===== src/rtl/audio_record_ctrl.sv =====
// Audio capture to flash: packs 8-bit samples into 32-bit words and writes them over Avalon-MM.
// Optional AUDIO_REC_SIGN_CONV_EN converts two's-complement samples to offset binary.
module audio_record_ctrl #(
  parameter int FIFO_DEPTH = 4
) (
  input  logic        clk,
  input  logic        reset,
  input  logic        sample_rate_clk,
  input  logic        start,
  input  logic [7:0]  inData,
  input  logic [23:0] start_address,
  input  logic [23:0] end_address,
  output logic        write,
  output logic [22:0] address,
  output logic [31:0] writeData,
  output logic [3:0]  byteEnable,
  input  logic        waitRequest,
  output logic        overflow,
  output logic        finish
);
  localparam int AW = $clog2(FIFO_DEPTH);

  typedef enum logic [1:0] {IDLE, RECORD, DRAIN} state_t;
  typedef struct packed {
    logic [21:0] waddr;
    logic [31:0] data;
    logic [3:0]  mask;
  } word_t;

  state_t      state, next_state;
  logic [2:0]  start_sync, src_sync;
  logic        start_edge, tick;
  logic [23:0] byte_address, end_addr;
  logic [31:0] pack_data, pack_next;
  logic [3:0]  mask, mask_next;
  logic [1:0]  lane;
  logic [7:0]  sample;
  logic        push, push_ok, pop, full;
  word_t       mem [FIFO_DEPTH];
  word_t       head;
  logic [AW-1:0] wr_ptr, rd_ptr;
  logic [AW:0]   count;

  // Two synchronizer flops plus one history flop for the edge detect.
  always_ff @(posedge clk or posedge reset) begin
    if (reset) begin
      start_sync <= '0;
      src_sync   <= '0;
    end else begin
      start_sync <= {start_sync[1:0], start};
      src_sync   <= {src_sync[1:0], sample_rate_clk};
    end
  end
  assign start_edge = start_sync[1] & ~start_sync[2];
  assign tick       = src_sync[1] & ~src_sync[2];

`ifdef AUDIO_REC_SIGN_CONV_EN
  assign sample = {~inData[7], inData[6:0]};
`else
  assign sample = inData;
`endif

  always_ff @(posedge clk or posedge reset) begin
    if (reset) state <= IDLE;
    else       state <= next_state;
  end

  always_comb begin
    next_state = state;
    case (state)
      IDLE:    if (start_edge && end_address >= start_address) next_state = RECORD;
      RECORD:  if (tick && byte_address == end_addr) next_state = DRAIN;
      DRAIN:   if (count == '0) next_state = IDLE;
      default: next_state = IDLE;
    endcase
  end

  always_comb begin
    lane      = byte_address[1:0];
    pack_next = pack_data;
    pack_next[{lane, 3'b000} +: 8] = sample;
    mask_next = mask | (4'b0001 << lane);
  end

  assign push    = (state == RECORD) && tick && (lane == 2'd3 || byte_address == end_addr);
  assign pop     = (count != '0) && !waitRequest;
  assign full    = (count == (AW+1)'(FIFO_DEPTH));
  // A full FIFO still accepts the push when the head leaves on the same edge.
  assign push_ok = push && (!full || pop);

  always_ff @(posedge clk or posedge reset) begin
    if (reset) begin
      byte_address <= '0;
      end_addr     <= '0;
      pack_data    <= '0;
      mask         <= '0;
      overflow     <= 1'b0;
      wr_ptr       <= '0;
      rd_ptr       <= '0;
      count        <= '0;
    end else begin
      if (state == IDLE && start_edge) begin
        byte_address <= start_address;
        end_addr     <= end_address;
        pack_data    <= '0;
        mask         <= '0;
        overflow     <= 1'b0;
      end
      if (state == RECORD && tick) begin
        byte_address <= byte_address + 24'd1;
        if (push) begin
          pack_data <= '0;
          mask      <= '0;
        end else begin
          pack_data <= pack_next;
          mask      <= mask_next;
        end
      end
      if (push_ok) begin
        mem[wr_ptr] <= '{waddr: byte_address[23:2], data: pack_next, mask: mask_next};
        wr_ptr      <= wr_ptr + 1'b1;
      end
      if (push && !push_ok) overflow <= 1'b1;
      if (pop) rd_ptr <= rd_ptr + 1'b1;
      case ({push_ok, pop})
        2'b10:   count <= count + 1'b1;
        2'b01:   count <= count - 1'b1;
        default: count <= count;
      endcase
    end
  end

  // Bus fields come straight from the FIFO storage flops; idle bus reads as zero.
  assign head       = mem[rd_ptr];
  assign write      = (count != '0);
  assign address    = write ? {1'b0, head.waddr} : '0;
  assign writeData  = write ? head.data : '0;
  assign byteEnable = write ? head.mask : '0;
  assign finish     = (state == IDLE);
endmodule


===== config.mk =====
export PLATFORM = sky130hd
export DESIGN_NAME = audio_record_ctrl
export DESIGN_NICKNAME = d
export VERILOG_FILES = /design/src/rtl/audio_record_ctrl.sv
export SDC_FILE = /design/constraint.sdc
export NUM_CORES = 1
export LEC_CHECK = 0
export BUFFER_PORTS_ARGS = -buffer_cell sky130_fd_sc_hd__buf_2
export CAP_MARGIN = 0
export CELL_PAD_IN_SITES_DETAIL_PLACEMENT = 1
export CELL_PAD_IN_SITES_GLOBAL_PLACEMENT = 1
export CORE_UTILIZATION = 45
export CTS_BUF_LIST = sky130_fd_sc_hd__clkbuf_4 sky130_fd_sc_hd__clkbuf_8
export DETAILED_ROUTE_END_ITERATION = 6
export PLACE_DENSITY = 0.77
export SLEW_MARGIN = 0
export SYNTH_ARGS = -nofsm -noshare
export SYNTH_HDL_FRONTEND = slang
export SYNTH_SLANG_ARGS = --single-unit
export TNS_END_PERCENT = 20

===== constraint.sdc =====
create_clock -name clk -period 3.35 [get_ports clk]
set_input_delay 0.335 -clock clk [delete_from_list [all_inputs] [get_ports clk]]
set_output_delay 0.335 -clock clk [all_outputs]
set_load 0.02 [all_outputs]

# == Word level (Yosys, flattened, before mapping) ==
# Memories as Yosys holds them, arrays and structs flattened.
# Cells that the tools add are included.
# op_classes
n_addsub,6
magnitude_cmp,1
n_eq_ne,10
shift,3
n_mux,21
bitwise_logic,5
n_reduce_logical,22
# op_table
op,n
32-bit two-way mux,4
24-bit two-way mux,2
32-bit bitwise mux,1
8-bit by 7-bit variable shift with 32-bit output (first input constant),1
8-bit by 7-bit variable part select with 32-bit output,1
24-bit by 1-bit adder with 24-bit output (second input constant),1
24-bit equality test,1
24-bit greater-or-equal comparator,1
22-bit two-way mux,1
4-bit two-way mux,4
1-bit logical AND,9
5-bit negator with 7-bit output,1
2-bit equality test (second input constant),3
2-bit two-way mux,3
2-bit one-hot mux with 3 select lines,1
3-bit one-hot mux with 2 select lines,1
2-bit nonzero test,3
2-bit by 1-bit adder with 2-bit output (second input constant),2
2-bit by 1-bit equality test with 1-bit output (second input constant),2
1-bit zero test,4
1-bit two-way mux,4
2-bit != test (second input constant),2
4-bit bitwise OR,1
1-bit by 2-bit << shifter with 4-bit output (first input constant),1
11 further kinds,14
# totals
register_bits,100
ramBits,232
input_bits,61
output_inout_bits,62
word_cells,80
mem_count,1
# mem_list
memory,depth,width,read_ports,rd_clocked_by_memory_dff,write_ports,line_no,source
mem,4,58,1,0,1,39,word_t mem [FIFO_DEPTH];

# == Depth between registers and ports, before layout ==
# Gate-level depths: netlist of run 1.
# logic_depth
word_depth,8
ltp_mapped,10
mapped_depth_nobuf,9

# == Worst setup path before layout of run 1 ==
# Ideal clock, no wire load.
# synth_path
kind,register -> register
startpoint,register byte_address[4]
endpoint,"memory mem[0][0] (netlist bit), enable pin"
setup_ps,422
t_arrival_ps,3049
t_required_ps,2928
setup_slack_ps,-121
path_stages_with_launch,9
path_buffers,1
synth_period_minus_slack_ps,3471
path_cell_list,dfrtp_1 -> buf_6 -> xor2_1 -> nor4_1 -> nand4_1 -> nor3_4 -> o21ai_0 -> nor2_1 -> and2_1
# synth_between
elab_chain_len,7
# synth_lines
element,line_no,source
"start, declared",33,"logic [23:0] byte_address, end_addr;"
"start signal, assigned",103,byte_address <= start_address;
"start signal, assigned",110,byte_address <= byte_address + 24'd1;
24-bit equality test,85,assign push = (state == RECORD) && tick && (lane == 2'd3 || byte_address == end_addr);
1-bit logical OR,85,
1-bit logical AND,85,
1-bit logical AND,89,assign push_ok = push && (!full || pop);
1-bit two-way mux,119,if (push_ok) begin
1-bit logical AND (not written as such),120,"mem[wr_ptr] <= '{waddr: byte_address[23:2], data: pack_next, mask: mask_next};"
1-bit two-way mux (not written as such),120,
"end, declared",39,
# No other way between the ends.

# == Final worst setup path of run 1 ==
# layout_path
startpoint,register byte_address[15]
endpoint,"memory mem[0][6] (netlist bit), enable pin"
# Same word-level chain as after synthesis.

==> impl_results.md, run 1 <==
- Outcome: finished, violations left
- Violated checks: design-rule violations
- Clk Latency, worst-skew pair: 600 ps
- Slew HR: 0.259
- IO buf count: ~120
- Switching share of total power: 0.345
- Post-Syn Area: 14400 um2
- Hold path cells: 2
- # Max-Cap Violations: 0
- GRT Overall Usage: 0.229
- Clk network pwr share: 0.265
- Startpoint class of the critical path: register
- First-pass GRT wire length: 57300 um
- Met2 global-route usage: 0.396
- R2R depth: 8
- Hold Crit Class: in2reg
- Crit-path max FO: 30
- Cell Rows: 65
- Peak VDD IR: 0.000311 V
- Final Skew: 35.0 ps
- Worst Tran Pin Value: 1110 ps
- FMAX: 326 MHz
- Via/cell ratio: 5.59
- Grt met1 use: 0.297
- Leak: 6.70 nW
- Kind of critical path: reg2reg
- Minimum clock period: 3070 ps
- Register area share after synthesis: 0.656
- Cell with the most instances after synthesis: edfxtp_1
- Sw Pwr: 4.68 mW
- Worst path top cell family by delay: simple AND/OR/NAND/NOR gates
- Resized Gates After CTS: 0
- Pin count of the biggest net entering global routing: 65
- CP Data Required Time: ~3600 ps
- Post-Synthesis Cells: 1011
- Main flop type after synthesis: edfxtp_1
- Comb pwr share: 0.311
- Flop and latch count out of synthesis: 332
- # setup viols final: 0
- Drt wl/cell: 22.2 um
- Clock sink total: 332
- Initial antenna violation count: 0
- Initial DRC Count: just under 600
- Sequential share of power: 0.424
- CTS buffer count: 53
- Post-synth EDFFs: 232
- Critical path endpoint category: register
- Htree depth: 2
- CTS root buffer: clkbuf_8
- Die Ht: 181 um
- Area grow syn2layout: 18.2%
- Reg2Reg Setup Slack: 280 ps
- Die width: 181 um
- CTS tree: done
- Final net count: 1294
- GRT Max-Usage Layer: met2
- Unique cell type count in the Yosys netlist: 56
- P per Cell Area: about 790 nW/um2
- DR vias: between 9000 and 10000
- Routed WL: 36500 um
- # IOs: 123
- Detailed Place HPWL: 24200 um
- Commonest cells in the netlist: edfxtp_1 (232), nand2_1 (139), dfrtp_1 (100), inv_1 (66), o21ai_0 (66)
- Grt total ovfl: 0
- Final setup margin: 280 ps
- HP Start: start_address[20]
- Max Root-Sink Buffers: 3
- Mapped Nets: 1109
- Layout cells sized above 1: 0.260
- R2r endpoint: mem[0][6]
- Slowest CP cell: dfrtp_1
- Arrival @ worst endpoint: roughly 3300 ps
- Synth area leaders: edfxtp_1 (48%), dfrtp_1 (17%), mux4_2 (9.1%)
- Setup TNS: 0 ps
- Overall power: 13.6 mW
- Synth top area share: 0.483
- CP Cell Sequence: xor2_1 > nor4_1 > nand4_1 > nor3_4 > o21ai_0 > nor2_1 > and2_2 > buf_12
- Post-place setup slack: 286 ps
- Number of iterations in the first detailed-routing pass: 7
- Core Util, Final: 0.541
- Final worst-path cycle share: 0.916
- Internal power: 8.88 mW
- RR Startpoint: byte_address[15]
- Gpl congestion: 0.819
- Asr flop ratio synth: 0.301
- Area leader, netlist: edfxtp_1
- Fin. Hold Viols: 0
- CP max stage delay: 500 ps
- Die area: 32800 um2
- Post-Synthesis Mean Instance Area: 14.3 um2
- Core ar.: 31600 um2
- Vias in the first global route: 9952
- RSZ-0062 raised after global routing: false
- Antenna viol nets, final: 0
- Met3 GRT Util: 0.0341
- Worst path bufs/invs: 1
- Clock transition at path regs: 60 ps
- Synth Warn #: 0
- Slew Viols, Final: 0
- Initial Util: 0.457
- WHS Endpoint: byte_address[20]
- Fillers: 3149
- Worst hold margin: between 30 and 40 ps
- Detailed-route DRC error count: 6
## flip-flops by register name, summed over array words and instances (netlist names)
register,cells
overflow,1
byte_address,24
src_sync,3
rd_ptr,2
wr_ptr,2
count,3
mem,232
start_sync,3
mask,4
state,2
pack_data,32
end_addr,24
## worst max path at each step
stage / startpoint / end / slack, ps / cells after the start
detailed placement: byte_address[15] / mem[0][22] / 290 / 8
global route: byte_address[15] / mem[0][7] / 40 / 8
global placement: byte_address[15] / mem[0][26] / 480 / 8
floorplan: byte_address[4] / mem[1][0] / -120 / 8
finish: byte_address[15] / mem[0][6] / 280 / 8
CTS: rd_ptr[0] / address[2] / 240 / 4
## per-layer routing
layer,wire length [um],vias to the layer above
met4,959,0
met1,15300,4696
met5,0,-
li1,-,4121
met3,1790,72
met2,18500,300
## power by group through the flow
stage | clock, mW | sequential (mW) | combinational (mW)
after CTS | 3.65 | 5.75 | 4.29
after global placement | 0 | 5.76 | 4.10
final | 3.59 | 5.74 | 4.22
after floorplan | 0 | 5.45 | 3.05
after global routing | 3.81 | 5.83 | 4.57
after detailed placement | 0 | 5.82 | 4.23
## cell type report
type	count	area, um2	area share
Tap cell	402	503	0.0295
Inverter	67	254	0.0149
Antenna cell	1	2.50	0.000147
Sequential cell	332	9470	0.555
Multi-Input combinational cell	565	4510	0.264
Clock inverter	10	66.3	0.00389
Clock buffer	89	1060	0.0619
Timing Repair Buffer	177	1200	0.0703
## through the flow
| step | std cells | instance area (um2) |
|---|---|---|
| after floorplan | 1011 | 14400 |
| after global placement | 1514 | 15600 |
| after detailed placement | 1514 | 15600 |
| after CTS | 1642 | 17100 |
| after global routing | 1642 | 17100 |
| final | 1643 | 17100 |
## what timing repair did
action                    in CTS  in global routing
hold buffers                  29                  0
hold endpoints to repair      64                  0
setup buffers                  0                  0
## layout by cell type (no fill, tap or decap), drive strengths merged, types with 2 or more instances in the layout
cell / instances
edfxtp: 232
nor4b: 2
o21ai: 66
inv: 70
o311ai: 6
dfrtp: 100
nand3: 10
nand4: 11
a22oi: 2
a211oi: 2
a21o: 8
and2: 64
nand2: 139
o221ai: 5
nor4: 6
a32oi: 2
a22o: 35
a31oi: 5
nand2b: 2
clkinv: 7
a21oi: 14
o211ai: 2
xnor2: 12
dlygate4sd3: 29
nor2: 16
ha: 36
buf: 148
or2: 5
and3: 6
a221o: 4
clkbuf: 89
nor3: 13
nor2b: 4
mux4: 58
xor2: 17
## cells by family after synthesis
group	share of synthesized area
flops	0.656
simple gates	0.0961
compound gates	0.0725
buf+inv	0.0327
mux	0.0920
fa+ha+maj	0.0326
xor+xnor	0.0176
other cells	0.000260
## worst register-to-register path, delay by kind of cell, from the launching register on
kind / cells / cell delay (ps)
compound gates: 1 / 200
xor+xnor: 1 / 230
buf+inv: 1 / 280
flops: 1 / 500
simple gates: 5 / 1520
(Power assumes the default switching activity.)
==> run 2, diff against run 1 <==
- PLACE_DENSITY: 0.77 -> 0.8
==> run 2 against run 1 <==
The run now ends clean. Clock-buffer cell count shrank 21. Register-to-register slack lost 80 ps. Power grew 1.0%. Highest routed layer unchanged. Sequential share of layout area shrank 0.085 points. Global-route usage grew 0.27 points. Worst hold slack gained 1.5 ps. Sequential power shrank 1%. Worst setup slack lost 78 ps. Utilization grew 0.083 points.
==> impl_results.md, run 2 (synthesis gave the netlist of run 1 again) <==
- Outcome: completed (was finished, violations left)
- Max Root-Sink Buffers: 3 (unchanged)
- CTS root buffer: clkbuf_8 (unchanged)
- Resized Gates After CTS: 0 (unchanged)
- RSZ-0062 raised after global routing: false (unchanged)
- Routed WL: 37200 um (was 36500 um)
- Core ar.: 31600 um2 (unchanged)
- Htree depth: 2 (unchanged)
- Core Util, Final: 0.542 (was 0.541)
- M1 wire length: 15300 um (about the same)
- Worst Tran Pin Value: 863 ps (was 1110 ps)
- Layout cells sized above 1: 0.252 (was 0.260)
- # diodes: 0 (was 1)
- Initial antenna violation count: 0 (unchanged)
- Clock transition at path regs: 60 ps (about the same)
- Initial DRC Count: 618 (was 583)
- Max reg flops: 232 (unchanged)
- Die area: 32800 um2 (unchanged)
- Sw Pwr: 4.74 mW (was 4.68 mW)
- Vias in the first global route: 10094 (was 9952)
- # Max-Cap Violations: 0 (unchanged)
- Placed insts: 1512 (was 1514)
- Final Non-Filler Cells: 1645 (was 1643)
- Clk network pwr share: 0.274 (was 0.265)
- Comb pwr share: 0.313 (was 0.311)
- Final worst-path cycle share: 0.940 (was 0.916)
- Number of iterations in the first detailed-routing pass: 5 (was 7)
- Pin count of the biggest net entering global routing: 61 (was 65)
- Startpoint class of the critical path: register (unchanged)
- Via/cell ratio: 5.58 (was 5.59)
- Slew Viols, Final: 0 (unchanged)
- P per Cell Area: 802 nW/um2 (was 795 nW/um2)
- CTS tree: done (unchanged)
- Clock sink total: 332 (unchanged)
- # setup viols final: 0 (unchanged)
- Sequential share of power: 0.414 (was 0.424)
- WL met3: 1980 um (was 1790 um)
- Final net count: 1296 (was 1294)
- Dpl cell area: 15600 um2 (about the same)
- Peak VDD IR: 0.000358 V (was 0.000311 V)
- Minimum clock period: 3150 ps (was 3070 ps)
- Commonest cells after routing, fill and taps aside: edfxtp_1 (232), nand2_1 (139), buf_2 (121), dfrtp_1 (98), o21ai_0 (66) (unchanged)
- DR vias: 9185 (was 9189)
- FMAX: 318 MHz (was 326 MHz)
- Leak: 6.70 nW (about the same)
- Post-place setup slack: 236 ps (was 286 ps)
- First-pass GRT wire length: 57900 um (was 57300 um)
- Commonest non-fill, non-tap cell in the layout: edfxtp_1 (unchanged)
- Cell area after layout: 17100 um2 (about the same)
- Uppermost routed layer: met4 (unchanged)
- Final setup margin: 202 ps (was 280 ps)
- CTS buffer count: 53 (unchanged)
- Detailed Place HPWL: 24100 um (was 24200 um)
- Grt total ovfl: 0 (unchanged)
- Final Skew: 39.6 ps (was 35.0 ps)
- Die width: 181 um (unchanged)
- Crit-path max FO: 26 (was 30)
- Top reg by flops: mem (unchanged)
- Area grow syn2layout: 18.4% (was 18.2%)
- CTS Hold Bufs: 32 (was 29)
- Kind of critical path: reg2reg (unchanged)
- Critical path endpoint category: register (unchanged)
- Largest regs: mem: 232 flops, pack_data: 32 flops (unchanged)
- Cell Rows: 65 (unchanged)
- CP Data Required Time: 3570 ps (was 3610 ps)
- Initial Util: 0.457 (unchanged)
- Switching share of total power: 0.346 (was 0.345)
- Drt wl/cell: 22.6 um (was 22.2 um)
- Internal power: 8.96 mW (was 8.88 mW)
- Die Ht: 181 um (unchanged)
- Detailed-route DRC error count: 0 (was 6)
- Setup TNS: 0 ps (unchanged)
- Fin. Hold Viols: 0 (unchanged)
- GRT Overall Usage: 0.232 (was 0.229)
- IO buf count: 121 (unchanged)
- Gpl congestion: 0.803 (was 0.819)
- Arrival @ worst endpoint: 3360 ps (was 3330 ps)
- Hold Crit Class: in2reg (unchanged)
- Slew HR: 0.423 (was 0.259)
- Antenna viol nets, final: 0 (unchanged)
- Post-CTS setup buffers: 0 (unchanged)
- WL met2: 19100 um (was 18500 um)
- Clk Latency, worst-skew pair: 600 ps (about the same)
- # IOs: 123 (unchanged)
run 2: changes by cell type in the layout (fill, tap and decap cells not counted), sizes merged:
| cell | before | now |
|---|---|---|
| bufinv | 0 | 5 |
| inv | 70 | 69 |
| diode | 1 | 0 |
| buf | 148 | 146 |
| clkinvlp | 0 | 1 |
| clkbuf | 89 | 68 |
| clkinv | 7 | 24 |
| dlygate4sd3 | 29 | 33 |
run 2: path summary, 6_finish.rpt:
path / end / slack [ps] / startpoint / cells past startpoint
min: byte_address[6] / 30 / start_address[6] / 2
min in group asynchronous: rd_ptr[0] / 420 / reset / 3
max: mem[0][54] / 200 / byte_address[15] / 8
max reg2reg: mem[0][54] / 200 / byte_address[15] / 8
min reg2reg: src_sync[1] / 350 / src_sync[0] / 0
max in group asynchronous: end_addr[21] / 2180 / reset / 4
run 2: metrics by stage:
step	hold WS [ps]	total power, mW
after floorplan	331	8.50
after global placement	334	9.82
after detailed placement	338	10.0
after CTS	0.899	13.8
after global routing	7.71	14.3
final	32.5	13.7
run 2: critical path, cell delays in order, from the launching register on:
cell	delay (ps)
dfrtp_1	500
xor2_1	210
nor4_1	450
nand4_1	200
nor3_4	170
o21ai_0	260
nor2_1	320
and2_2	250
buf_4	400
run 2: layer usage:
metal / vias up / GRT usage
met5: - / 0
met4: 0 / 0.0708
met3: 64 / 0.0415
met2: 300 / 0.405
met1: 4716 / 0.294
li1: 4105 / -
run 2: cell type report:
class / instances / area (um2)
Timing Repair Buffer: 179 / 1200
Tap cell: 402 / 503
Fill cell: 3150 / 14500
Multi-Input combinational cell: 565 / 4500
Inverter: 67 / 254
Sequential cell: 332 / 9470
Clock buffer: 68 / 861
Clock inverter: 32 / 295
run 2: power by group through the flow:
stage	clock network, mW	registers [mW]	logic [mW]
2_1_floorplan	0	5.45	3.05
3_3_place_gp	0	5.68	4.14
3_5_place_dp	0	5.74	4.27
4_1_cts	3.80	5.67	4.33
5_1_grt	3.97	5.74	4.63
6_report	3.75	5.67	4.28
